**config.mk**
```make
export PLATFORM = sky130hd
export DESIGN_NAME = seq_detector_prog
export DESIGN_NICKNAME = d
export VERILOG_FILES = /design/src/rtl/seqdet_pkg.sv /design/src/rtl/seqdet_sat_cnt.sv /design/src/rtl/seq_detector_prog.sv
export SDC_FILE = /design/constraint.sdc
export NUM_CORES = 1
export LEC_CHECK = 0
export ABC_AREA = 1
export BUFFER_PORTS_ARGS = -buffer_cell sky130_fd_sc_hd__clkbuf_2
export CAP_MARGIN = 20
export CORE_MARGIN = 2
export CORE_UTILIZATION = 60
export CTS_CLUSTER_SIZE = 30
export DETAILED_ROUTE_END_ITERATION = 8
export PLACE_DENSITY = 0.83
export SETUP_SLACK_MARGIN = 0.5
export SLEW_MARGIN = 40
export SYNTH_ARGS = -nofsm -noshare
export SYNTH_HDL_FRONTEND = slang
export SYNTH_SLANG_ARGS = --single-unit
```
**constraint.sdc**
```tcl
create_clock -name Clk -period 3.13 [get_ports Clk]
set_input_delay 0.1565 -clock Clk [delete_from_list [all_inputs] [get_ports Clk]]
set_output_delay 0.1565 -clock Clk [all_outputs]
set_load 0.01 [all_outputs]
```
**src/rtl/seqdet_pkg.sv**
```systemverilog
// seqdet_pkg: shared constants, mode types and helpers for seq_detector_prog.
//   DEFAULT_PATTERN / DEFAULT_LEN : pattern loaded at reset (1101, 4 bits)
//   out_mode_e                    : Mealy or registered match output
//   overlap_mode_e                : overlapping or disjoint matching
//   len_w()                       : width needed to hold a length 0..max_len
package seqdet_pkg;

    localparam logic [31:0] DEFAULT_PATTERN = 32'b1101;
    localparam int unsigned DEFAULT_LEN     = 4;

    typedef enum logic {
        OUT_MEALY      = 1'b0,
        OUT_REGISTERED = 1'b1
    } out_mode_e;

    typedef enum logic {
        MATCH_DISJOINT = 1'b0,
        MATCH_OVERLAP  = 1'b1
    } overlap_mode_e;

    function automatic int len_w(input int max_len);
        return $clog2(max_len + 1);
    endfunction

endpackage

```
**src/rtl/seqdet_sat_cnt.sv**
```systemverilog
// seqdet_sat_cnt: saturating up-counter for detected matches.
//   Clk : clock, rising edge
//   Rst : synchronous active-high reset, clears the count
//   clr : synchronous clear (configuration reload)
//   inc : count one event; ignored once the count is all-ones
//   cnt : current count, holds at 2^W-1
module seqdet_sat_cnt #(
    parameter int W = 16
) (
    input  logic         Clk,
    input  logic         Rst,
    input  logic         clr,
    input  logic         inc,
    output logic [W-1:0] cnt
);

    always_ff @(posedge Clk) begin
        if (Rst || clr) begin
            cnt <= '0;
        end else if (inc && (cnt != '1)) begin
            cnt <= cnt + W'(1);
        end
    end

endmodule

```
**src/rtl/seq_detector_prog.sv**
```systemverilog
// seq_detector_prog: programmable serial bit-sequence detector.
//   Clk            : clock, all state changes on rising edge
//   Rst            : synchronous active-high reset (loads 1101/len 4/overlap/Mealy)
//   Din_valid, Din : qualified serial input bit
//   Cfg_we         : one-cycle load of Cfg_pattern/Cfg_len/Cfg_overlap/Cfg_registered
//   Cfg_pattern    : pattern, bit [len-1] arrives first, bit [0] last
//   Cfg_len        : pattern length, legal 1..MAX_LEN (others disarm the block)
//   Cfg_overlap    : 1 = overlapping matches, 0 = disjoint matches
//   Cfg_registered : 1 = Y delayed one cycle through a flop, 0 = Mealy Y
//   Y              : match pulse
//   Match_count    : saturating number of matches since reset/load
//   Armed          : stored length is legal
module seq_detector_prog
    import seqdet_pkg::*;
#(
    parameter  int MAX_LEN = 8,
    parameter  int CNT_W   = 16,
    localparam int LEN_W   = len_w(MAX_LEN)
) (
    input  logic               Clk,
    input  logic               Rst,
    input  logic               Din_valid,
    input  logic               Din,
    input  logic               Cfg_we,
    input  logic [MAX_LEN-1:0] Cfg_pattern,
    input  logic [LEN_W-1:0]   Cfg_len,
    input  logic               Cfg_overlap,
    input  logic               Cfg_registered,
    output logic               Y,
    output logic [CNT_W-1:0]   Match_count,
    output logic               Armed
);

    localparam logic [LEN_W-1:0] FILL_MAX = LEN_W'(MAX_LEN - 1);

    logic [MAX_LEN-1:0] pat_q;
    logic [LEN_W-1:0]   len_q;
    overlap_mode_e      ovl_q;
    out_mode_e          omode_q;

    logic [MAX_LEN-2:0] hist_q;
    logic [LEN_W-1:0]   fill_q;
    logic               y_q;

    logic [MAX_LEN-1:0] window;
    logic [MAX_LEN-1:0] mask;
    logic [LEN_W:0]     fill_ext;
    logic               fill_ok;
    logic               pat_eq;
    logic               match_now;

    // Newest bit sits at window[0], so window[len-1:0] lines up with
    // pat[len-1:0] directly; the mask hides pattern bits at or above len.
    always_comb begin
        window = {hist_q, Din};
        mask   = '0;
        for (int unsigned i = 0; i < MAX_LEN; i++) begin
            mask[i] = (i < 32'(len_q));
        end
        pat_eq = (((window ^ pat_q) & mask) == '0);

        Armed = (len_q != '0) && (len_q <= LEN_W'(MAX_LEN));

        // fill >= len-1 rewritten as fill+1 >= len to avoid underflow at len=0
        fill_ext = {1'b0, fill_q} + {{LEN_W{1'b0}}, 1'b1};
        fill_ok  = (fill_ext >= {1'b0, len_q});

        match_now = Din_valid && !Cfg_we && Armed && fill_ok && pat_eq;

        Y = (omode_q == OUT_REGISTERED) ? y_q : match_now;
    end

    always_ff @(posedge Clk) begin
        if (Rst) begin
            pat_q   <= DEFAULT_PATTERN[MAX_LEN-1:0];
            len_q   <= LEN_W'(DEFAULT_LEN);
            ovl_q   <= MATCH_OVERLAP;
            omode_q <= OUT_MEALY;
            hist_q  <= '0;
            fill_q  <= '0;
            y_q     <= 1'b0;
        end else if (Cfg_we) begin
            pat_q   <= Cfg_pattern;
            len_q   <= Cfg_len;
            ovl_q   <= overlap_mode_e'(Cfg_overlap);
            omode_q <= out_mode_e'(Cfg_registered);
            fill_q  <= '0;
            y_q     <= 1'b0;
        end else begin
            // match_now is 0 whenever Din_valid is low, so the flop
            // yields exactly one pulse per match
            y_q <= match_now;
            if (Din_valid) begin
                hist_q <= window[MAX_LEN-2:0];
                if (match_now && (ovl_q == MATCH_DISJOINT)) begin
                    fill_q <= '0;
                end else if (fill_q != FILL_MAX) begin
                    fill_q <= fill_q + LEN_W'(1);
                end
            end
        end
    end

    seqdet_sat_cnt #(
        .W (CNT_W)
    ) u_cnt (
        .Clk (Clk),
        .Rst (Rst),
        .clr (Cfg_we),
        .inc (match_now),
        .cnt (Match_count)
    );

endmodule

```
==> key figures <==
Synthesis
  • Syn Area/Cell: 6.949 um^2
  • Syn Std Cell Area: 0.002335 mm^2
  • Top-count cell post-synth: nand2_1
  • Syn Inst Count: 336
  • EDFF count, synth: 0
  • Post-synth top area share: 36.01%
  • Syn Nets: 361
  • Main area contributors after synthesis: dfxtp_1 36%, nand2_1 14%, a21oi_1 6.0%, inv_1 5.8%, o21ai_0 5.1%
  • Most frequent cells after synthesis: 86 x nand2_1, 42 x dfxtp_1, 36 x inv_1
  • Synth Flop Type: dfxtp_1
  • Synth Register Bits: 42
  • Synth warn: 0
  • Post-synth cell types: 30
  • Synth area leader: dfxtp_1
  • Share of synthesized registers carrying an async set or reset: 0%
  • Seq/Total Area, Yosys: 36.01%

Detailed routing
  • Final Routed Wirelength: 4906 um
  • Drt pass-1 iters: 4
  • Initial DRC count: 128
  • Drt via density: 5.216
  • Avg WL per Cell: 11.65 um
  • Total number of vias: 2,196
  • ANT nets after route: 0
  • # DRC: 0

Clock tree
  • TritonCTS Buffers: 5
  • Post-CTS Repair Setup Buffers: 0
  • Clock tree buffer depth: 2
  • Clock Sink Count: 42
  • Clock Latency Late Sink: 0.31 ns
  • CTS root buffer: clkbuf_8
  • TritonCTS clock tree: done
  • H-tree depth: 2
  • Hold buffer count at CTS: 0
  • CTS resizes: 0
  • CTS clk-pin slew, worst paths: 0.08 ns

Worst setup path
  • Startpoint types: flop
  • Critical path required time: 2.97 ns
  • Crit end category: output port
  • Critical path data arrival time: 2.26 ns
  • Highest fanout seen on the critical path: 5
  • Kind of critical path: reg -> out

STA
  • Fin crit period: 2.415 ns
  • Hold Slack: 0.07378 ns
  • Period utilization: 77.16%
  • Endpoints failing setup: 0
  • Relative slew slack: 62.41%
  • Setup TNS: 0 ns
  • Setup ws final: 0.7148 ns
  • Final hold vios: 0
  • Slew at the pin closest to its max-slew limit: 0.5632 ns
  • Fmax: 414.0 MHz
  • RSZ-0062 raised after global routing: no
  • Setup Skew: 0.01537 ns
  • Slew Limit Fails: 0

Job
  • Max-Cap Viols: 0

Placed design
  • Placed Area: 0.002530 mm^2
  • Routability cong.: 0.8539
  • Pre-CTS WS: 0.9192 ns
  • Dpl hpwl: 3609 um
  • Buffers on Ports: 36

Layout
  • Layout net count: 397
  • P&R area growth vs syn: 12.38%
  • Inserted Diodes: 0
  • Post-route cell area: 0.002624 mm^2
  • Multi-input gate area: 0.001281 mm^2
  • Reg area: 840.8 um^2
  • Share of layout cells above drive strength 1: 20.38%
  • Fillers: 323

Die
  • Die footprint: 0.004406 mm^2
  • Die width: 66.38 um
  • Num rows: 22
  • Initial Util: 63.30%
  • Ports: 37
  • CORE AREA: 0.003689 mm^2
  • Die Span Y: 66.38 um

GRT
  • GRT overflow: 0
  • First-pass GRT wire length: 8590 um
  • Total track usage: 24.96%
  • Vias in the first global route: 2,038
  • Initial antenna violation count: 0
  • Pin count of the biggest net entering global routing: 18

Power and ir drop
  • Final Power: 1.063 mW
  • P_leak: 1.128 nW
  • PD cells: 405.3 mW/mm^2
  • Peak supply drop: 0.0003537 V

Outcome
  • Status: complete, no violations

Min path
  • HP Class: in -> reg
sequential cells by signal (all words and copies together) (netlist names):
register	flops
len_q	4
y_q	1
fill_q	4
hist_q	7
omode_q	1
u_cnt.cnt	16
pat_q	8
ovl_q	1
area by class of cell:
cell class	instances	share of cell area, %
clock inverters	3	0.9537
repair buffers	37	7.153
flip-flops and latches	42	32.05
multi-input cells	244	48.83
well taps	48	2.289
inverters	42	6.104
clock buffers	5	2.623
metrics by stage:
stage	cells	utilization [%]
floorplan	336	-
global placement	413	68.59
detailed placement	413	68.59
CTS	421	71.13
global route	421	71.13
finish	421	71.13
worst paths after layout:
check,slack (ns),to,from,cells after the start
max reg2reg,0.90,fill_q[0],fill_q[0],10
min,0.07,pat_q[0],Cfg_pattern[0],3
max,0.71,Y,fill_q[0],9
min reg2reg,0.48,pat_q[4],pat_q[4],2
worst max-delay path, stage by stage (launching register included):
cell	delay [ns]
dfxtp_1	0.41
ha_1	0.21
xor2_1	0.20
ha_1	0.27
o21a_1	0.18
a21oi_1	0.25
nor2_4	0.07
nand2_1	0.14
o21ai_0	0.10
clkbuf_2	0.13
placed cells by master (no fill, tap or decap), types with 2 or more instances in the layout:
cell type / synthesis / routed
a21oi_1: 28 / 28
a21oi_2: 8 / 8
clkbuf_2: 0 / 36
clkbuf_8: 0 / 5
clkinv_1: 3 / 3
dfxtp_1: 42 / 42
ha_1: 6 / 6
inv_1: 36 / 36
inv_2: 2 / 2
nand2_1: 86 / 86
nand2_2: 11 / 11
nand3_1: 17 / 17
nand4_1: 3 / 3
nor2_1: 27 / 27
nor2_2: 3 / 3
nor2_4: 2 / 2
nor3_1: 8 / 8
o21ai_0: 24 / 24
xnor2_1: 3 / 3
xor2_1: 11 / 11
per-layer routing:
layer | GRT usage [%] | share of wire [%] | vias up | wire [um]
met3 | 4.600 | 6.2 | 5 | 304
met5 | 0 | 0 | - | 0
met4 | 8.673 | 0.84 | 0 | 41
met2 | 42.13 | 48 | 56 | 2357
met1 | 31.68 | 45 | 993 | 2202
li1 | - | - | 1142 | -
logic make-up after synthesis:
family | share of synthesized area (%)
simple gates | 31.62
compound gates | 14.79
buf+inv | 9.111
flops | 36.01
xor+xnor | 5.252
fa+ha+maj | 3.215
where the power goes:
part,internal (mW),switching (mW)
Combinational,0.0470,0.0778
Sequential,0.554,0.0156
Clock,0.161,0.208
Total,0.762,0.301
Power figures use the tool's default switching activity.
